--- src/rtl/mitch_trunc_div8.sv ---
// Pipelined 8-bit signed approximate divider (Mitchell log-domain, truncated fraction).
// Three-stage valid/ready pipeline with a global stall; output is ones-complement Q8.8.
module mitch_trunc_div8 #(
    parameter int unsigned FRAC_W = 4
) (
    input  logic        clk,
    input  logic        rst_n,
    input  logic        in_valid_i,
    output logic        in_ready_o,
    input  logic [7:0]  x_i,
    input  logic [7:0]  y_i,
    output logic        out_valid_o,
    input  logic        out_ready_i,
    output logic [15:0] q_o,
    output logic        dz_o,
    output logic        busy_o
);

    localparam int unsigned LW = 3 + FRAC_W;
    localparam int unsigned DW = 4 + FRAC_W;

    // Log word {k, f}: k is the leading-one position, f the truncated bits below it.
    function automatic logic [LW-1:0] log_enc(input logic [7:0] a);
        logic [2:0]        k;
        logic [FRAC_W-1:0] f;
        k = 3'd0;
        for (int i = 0; i < 7; i++) begin
            if (a[i]) k = 3'(i);
        end
        f = FRAC_W'({a, {FRAC_W{1'b0}}} >> k);
        return {k, f};
    endfunction

    logic advance;

    logic          v1_q, v1_d, v2_q, v2_d, v3_q, v3_d;
    logic          sx_q, sx_d, sy_q, sy_d;
    logic [LW-1:0] lx_q, lx_d, ly_q, ly_d;
    logic          zx1_q, zx1_d, zy1_q, zy1_d;
    logic [DW-1:0] d_q, d_d;
    logic          s2_q, s2_d, zx2_q, zx2_d, zy2_q, zy2_d;
    logic [15:0]   q_q, q_d;
    logic          dz_q, dz_d;

    logic [7:0]        xa, ya;
    logic [3:0]        kd;
    logic [FRAC_W-1:0] fd;
    logic [15:0]       base, mag;
    logic [5:0]        sh, sh_neg;

    always_comb begin
        advance = ~v3_q | out_ready_i;

        xa = x_i ^ {8{x_i[7]}};
        ya = y_i ^ {8{y_i[7]}};

        kd     = d_q[DW-1 -: 4];
        fd     = d_q[FRAC_W-1:0];
        base   = 16'({1'b1, fd});
        sh     = {{2{kd[3]}}, kd} + 6'(8 - FRAC_W);
        sh_neg = 6'd0 - sh;
        mag    = sh[5] ? (base >> sh_neg) : (base << sh);

        v1_d  = v1_q;
        v2_d  = v2_q;
        v3_d  = v3_q;
        sx_d  = sx_q;
        sy_d  = sy_q;
        lx_d  = lx_q;
        ly_d  = ly_q;
        zx1_d = zx1_q;
        zy1_d = zy1_q;
        d_d   = d_q;
        s2_d  = s2_q;
        zx2_d = zx2_q;
        zy2_d = zy2_q;
        q_d   = q_q;
        dz_d  = dz_q;

        if (advance) begin
            v1_d  = in_valid_i;
            v2_d  = v1_q;
            v3_d  = v2_q;

            sx_d  = x_i[7];
            sy_d  = y_i[7];
            lx_d  = log_enc(xa);
            ly_d  = log_enc(ya);
            zx1_d = (xa == 8'd0);
            zy1_d = (ya == 8'd0);

            d_d   = {1'b0, lx_q} - {1'b0, ly_q};
            s2_d  = sx_q ^ sy_q;
            zx2_d = zx1_q;
            zy2_d = zy1_q;

            // Zero divisor saturates and wins over a zero dividend.
            if (zy2_q) begin
                q_d  = s2_q ? 16'h8000 : 16'h7FFF;
                dz_d = 1'b1;
            end else if (zx2_q) begin
                q_d  = 16'h0000;
                dz_d = 1'b0;
            end else begin
                q_d  = mag ^ {16{s2_q}};
                dz_d = 1'b0;
            end
        end
    end

    always_ff @(posedge clk or negedge rst_n) begin
        if (!rst_n) begin
            v1_q  <= 1'b0;
            v2_q  <= 1'b0;
            v3_q  <= 1'b0;
            sx_q  <= 1'b0;
            sy_q  <= 1'b0;
            lx_q  <= '0;
            ly_q  <= '0;
            zx1_q <= 1'b0;
            zy1_q <= 1'b0;
            d_q   <= '0;
            s2_q  <= 1'b0;
            zx2_q <= 1'b0;
            zy2_q <= 1'b0;
            q_q   <= 16'h0000;
            dz_q  <= 1'b0;
        end else begin
            v1_q  <= v1_d;
            v2_q  <= v2_d;
            v3_q  <= v3_d;
            sx_q  <= sx_d;
            sy_q  <= sy_d;
            lx_q  <= lx_d;
            ly_q  <= ly_d;
            zx1_q <= zx1_d;
            zy1_q <= zy1_d;
            d_q   <= d_d;
            s2_q  <= s2_d;
            zx2_q <= zx2_d;
            zy2_q <= zy2_d;
            q_q   <= q_d;
            dz_q  <= dz_d;
        end
    end

    assign in_ready_o  = advance;
    assign out_valid_o = v3_q;
    assign q_o         = q_q;
    assign dz_o        = dz_q;
    assign busy_o      = v1_q | v2_q | v3_q;

endmodule

--- config.mk ---
export PLATFORM = sky130hd
export DESIGN_NAME = mitch_trunc_div8
export DESIGN_NICKNAME = d
export VERILOG_FILES = /design/src/rtl/mitch_trunc_div8.sv
export SDC_FILE = /design/constraint.sdc
export NUM_CORES = 1
export LEC_CHECK = 0
export CORE_MARGIN = 2
export CORE_UTILIZATION = 36
export DETAILED_ROUTE_END_ITERATION = 7
export PLACE_DENSITY = 0.62
export SLEW_MARGIN = 30
export SYNTH_ARGS = -nofsm -noshare
export SYNTH_HDL_FRONTEND = slang
export SYNTH_SLANG_ARGS = --single-unit
--- constraint.sdc ---
create_clock -name clk -period 3.78 [get_ports clk]
set_clock_uncertainty 0.05 [all_clocks]
set_input_delay 0.756 -clock clk [delete_from_list [all_inputs] [get_ports clk]]
set_output_delay 0.756 -clock clk [all_outputs]
set_load 0.05 [all_outputs]
==> impl.org <==
** Clock tree
- Max H-tree Level :: 2
- Source-to-sink clock delay at the later pin of the worst-skew pair :: 0.30 ns
- In this run, CTS created clock tree buffers numbering 5.
- After clock tree synthesis, the clock-pin slew on the worst setup and hold paths is 0.09 ns.
- CTS tree :: built
- Gates resized, CTS repair :: 0
- Number of buffers added for setup after CTS :: 0
- Hold_buf cts :: 0
- Clock buffer depth :: 2
- Root Buffer :: sky130_fd_sc_hd__clkbuf_8
- Counting every sink on the clock net gives 49.

** Drt
- In this run, the number of DRC markers left after iteration 0 of detailed routing was 175.
- Total wirelength of the detailed-routed design :: 9.84 mm
- For this run, the detailed router's first-pass iteration total came to 4.
- Vias per cell :: 5.73
- In this run the remaining antenna-violating nets after routing total 0.
- Dividing the detail-routed wire length by the instance count gives 15.3 um.
- Detailed routing inserted a total of 3690 vias.
- In the routed design, unresolved DRC markers number 0.

** Layout
- The library cell used most frequently in the layout, excluding fill and tap cells, is sky130_fd_sc_hd__nand2_1.
- Leaving out fill and tap cells, the most frequent cells in the layout are 60 x sky130_fd_sc_hd__nand2_1, 49 x sky130_fd_sc_hd__dfrtp_1, 42 x sky130_fd_sc_hd__nor2_1.
- Count of nets after finishing :: 539
- Diode insertion count for antenna repair :: 0
- Fraction of final layout cells sized beyond drive strength 1 :: 6.10%
- Relative to the synthesized area, the layout overhead comes to 12.9%.

** STA
- Maximum frequency from static timing analysis :: 327 MHz
- RSZ-0062 raised after global routing :: false
- Setup violations remaining at the end of the flow were counted as 0.
- The count of endpoints failing hold in the final timing report came to 0.
- The worst path in the final design needs a cycle of 3.06 ns, including I/O delays and setup.
- Relative slew slack :: 56.0%
- In the finished design, the share of the clock period the worst path needs comes to 80.9%.
- For the pin with the worst max-slew slack, the measured transition is 0.660 ns.
- For the final routed database, the setup TNS stands at 0 ns.
- The max-slew violation total from the final report is 0.

** Job
- Number of max-cap violations :: 0

** Die
- Die area :: 11700 um^2
- From left edge to right edge, the die measures 108 um.
- The floorplan step set the die height to 108 um.
- Io pins :: 40
- Starting density of the core :: 37.4%
- The floorplan has 37 rows.
- The total area inside the core boundary comes to 10400 um^2.

** Setup path
- Maximum fanout count along the critical path :: 15
- The worst register-to-register path has a depth of 7.
- Worst path required time :: 3.89 ns
- In this run the critical register-to-register path is captured at q_o[0]$_DFFE_PN0P_.
- Start-to-end type of the worst setup path :: flip-flop to flip-flop
- At the worst endpoint, the arrival time is 3.17 ns.
- Worst Setup Start Kind :: flip-flop
- Beginning of the worst register-to-register path :: d_q[6]$_DFFE_PN0P_
- Critical Path End Type :: flip-flop
- Register-to-register path setup slack :: 0.72 ns

** Global route
- The number of global-route vias before repair was 3513.
- The first global-routing pass estimated 16.8 mm of wire.
- GR Overflow Total :: 0
- Number of antenna violations at the first check in global routing :: 0
- Overall Global Routing Usage :: 17.5%
- Entering global routing, the biggest net connects 49 pins.

** Synthesis
- Number of unique standard cell types used by synthesis :: 70
- Top_reg_cell synth :: sky130_fd_sc_hd__dfrtp_1
- Of all flip-flops after synthesis, the portion carrying an async set or reset was 100%.
- Counting flops and latches in the post-synthesis netlist gives 49.
- Area of the mapped netlist :: 3890 um^2
- Syn. warnings :: 0
- Count of mapped cells out of synthesis :: 495
- Yosys mapped a number of flops with a built-in enable equal to 0.
- Sequential element share of the synthesized area :: 31.5%
- Post-synth net total :: 526
- A synthesized cell averages 7.86 um^2.

** Pwr
- Leak :: 1.79 nW
- Peak ir drop on the vdd network :: 0.396 mV
- In this run the power density over the cells is 767 nW/um^2.
- Total power draw :: 0.00337 W

** Place
- At the end of routability-driven placement, the weighted congestion stood at 0.907.
- The wire-length estimate of the detail-placed layout is 7.23 mm.
- Input and output buffers added on the ports amount to 39.

** Outcome
- The run finished with clean final reports.

** Worst hold path
- The min-delay analysis places its worst path in the category input port to async pin.
[cell type report]
cell class	count	area (um^2)
well taps	136	170
inverters	25	93.8
fillers	1084	6020
multi-input cells	381	2380
flip-flops and latches	49	1230
clock inverters	1	7.51
repair buffers	46	435
clock buffers	6	82.6
[stage by stage]
stage	utilization, %	cells	cell area, um^2	hold WS, ns	worst slack (ns)
after floorplan	-	495	3890	0.395	1.02
after global routing	42.2	644	4390	0.473	0.564
final	42.2	644	4390	0.429	0.723
after global placement	41.3	637	4300	0.412	0.532
after detailed placement	41.3	637	4300	0.414	0.500
after CTS	42.2	644	4390	0.440	0.764
[registers in the layout (all words and copies together), names as in the netlist, 7 cells and up]
name	count
lx_q	7
d_q	8
q_o	16
ly_q	7
[cells in the mapped netlist (4+ instances only)]
| cell | number | area, um^2 |
|---|---|---|
| sky130_fd_sc_hd__buf_2 | 4 | 20.0 |
| sky130_fd_sc_hd__dfrtp_1 | 49 | 1230 |
| sky130_fd_sc_hd__nand3_1 | 16 | 80.1 |
| sky130_fd_sc_hd__nor3_1 | 12 | 60.1 |
| sky130_fd_sc_hd__o2111ai_1 | 5 | 43.8 |
| sky130_fd_sc_hd__o21ai_0 | 35 | 175 |
| sky130_fd_sc_hd__o21a_1 | 5 | 37.5 |
| sky130_fd_sc_hd__o22ai_1 | 4 | 25.0 |
| sky130_fd_sc_hd__clkbuf_1 | 29 | 109 |
| sky130_fd_sc_hd__o31a_1 | 7 | 61.3 |
| sky130_fd_sc_hd__a31oi_1 | 12 | 75.1 |
| sky130_fd_sc_hd__nand2b_1 | 10 | 62.6 |
| sky130_fd_sc_hd__ha_1 | 10 | 125 |
| sky130_fd_sc_hd__mux2i_1 | 16 | 160 |
| sky130_fd_sc_hd__nand2_1 | 60 | 225 |
| sky130_fd_sc_hd__inv_1 | 22 | 82.6 |
| sky130_fd_sc_hd__a21oi_1 | 34 | 170 |
| sky130_fd_sc_hd__nor2b_1 | 11 | 68.8 |
| sky130_fd_sc_hd__o221ai_1 | 4 | 35.0 |
| sky130_fd_sc_hd__a211oi_1 | 4 | 30.0 |
| sky130_fd_sc_hd__xnor2_1 | 5 | 43.8 |
| sky130_fd_sc_hd__o211ai_1 | 5 | 37.5 |
| sky130_fd_sc_hd__o31ai_1 | 7 | 52.6 |
| sky130_fd_sc_hd__xor2_1 | 4 | 35.0 |
| sky130_fd_sc_hd__and3_1 | 4 | 25.0 |
| sky130_fd_sc_hd__nor2_1 | 42 | 158 |
| sky130_fd_sc_hd__or3_1 | 7 | 43.8 |
[metal layers]
| metal | vias to the layer above | share of wire, % | GRT usage [%] |
|---|---|---|---|
| met1 | 1769 | 46 | 22.7 |
| met4 | 0 | 1.9 | 5.49 |
| met2 | 78 | 49 | 30.5 |
| met5 | - | 0 | 0 |
| met3 | 18 | 3.4 | 2.23 |
| li1 | 1825 | - | - |
[how the worst max path moves through the flow]
stage,endpoint,slack [ns],from,cells after the start
after floorplan,in_ready_o,1.02,out_ready_i,5
after global placement,lx_q[3]$_DFFE_PN0P_,0.53,x_i[4],7
after detailed placement,lx_q[3]$_DFFE_PN0P_,0.50,x_i[4],7
after CTS,q_o[0]$_DFFE_PN0P_,0.76,d_q[4]$_DFFE_PN0P_,8
after global routing,q_o[0]$_DFFE_PN0P_,0.56,d_q[4]$_DFFE_PN0P_,8
final,q_o[0]$_DFFE_PN0P_,0.72,d_q[6]$_DFFE_PN0P_,7
[cell families (layout without fill, tap and decap cells)]
group	after synthesis	in the layout	synth area share (%)
flip-flops	49	49	31.5
AO/OA/AOI/OAI	156	156	27.2
XOR/XNOR	9	9	2.03
AND/OR/NAND/NOR	187	187	23.3
buffers and inverters	65	78	7.46
multiplexers	18	18	4.79
adder cells (fa/ha/maj)	11	11	3.73
[where the power goes]
group | switching, W | internal [W]
sequential | 0.000230 | 0.000727
combinational | 0.00129 | 0.000810
clock | 0.000172 | 0.000145
[worst max-delay path, stage by stage, from the launching register on]
cell	delay (ns)
sky130_fd_sc_hd__dfrtp_1	0.64
sky130_fd_sc_hd__clkinv_1	0.38
sky130_fd_sc_hd__ha_1	0.59
sky130_fd_sc_hd__xor2_1	0.24
sky130_fd_sc_hd__o22a_1	0.19
sky130_fd_sc_hd__or4_1	0.51
sky130_fd_sc_hd__mux2i_1	0.21
sky130_fd_sc_hd__o21ai_0	0.11
Note: power is estimated with default switching activity, not from simulation.
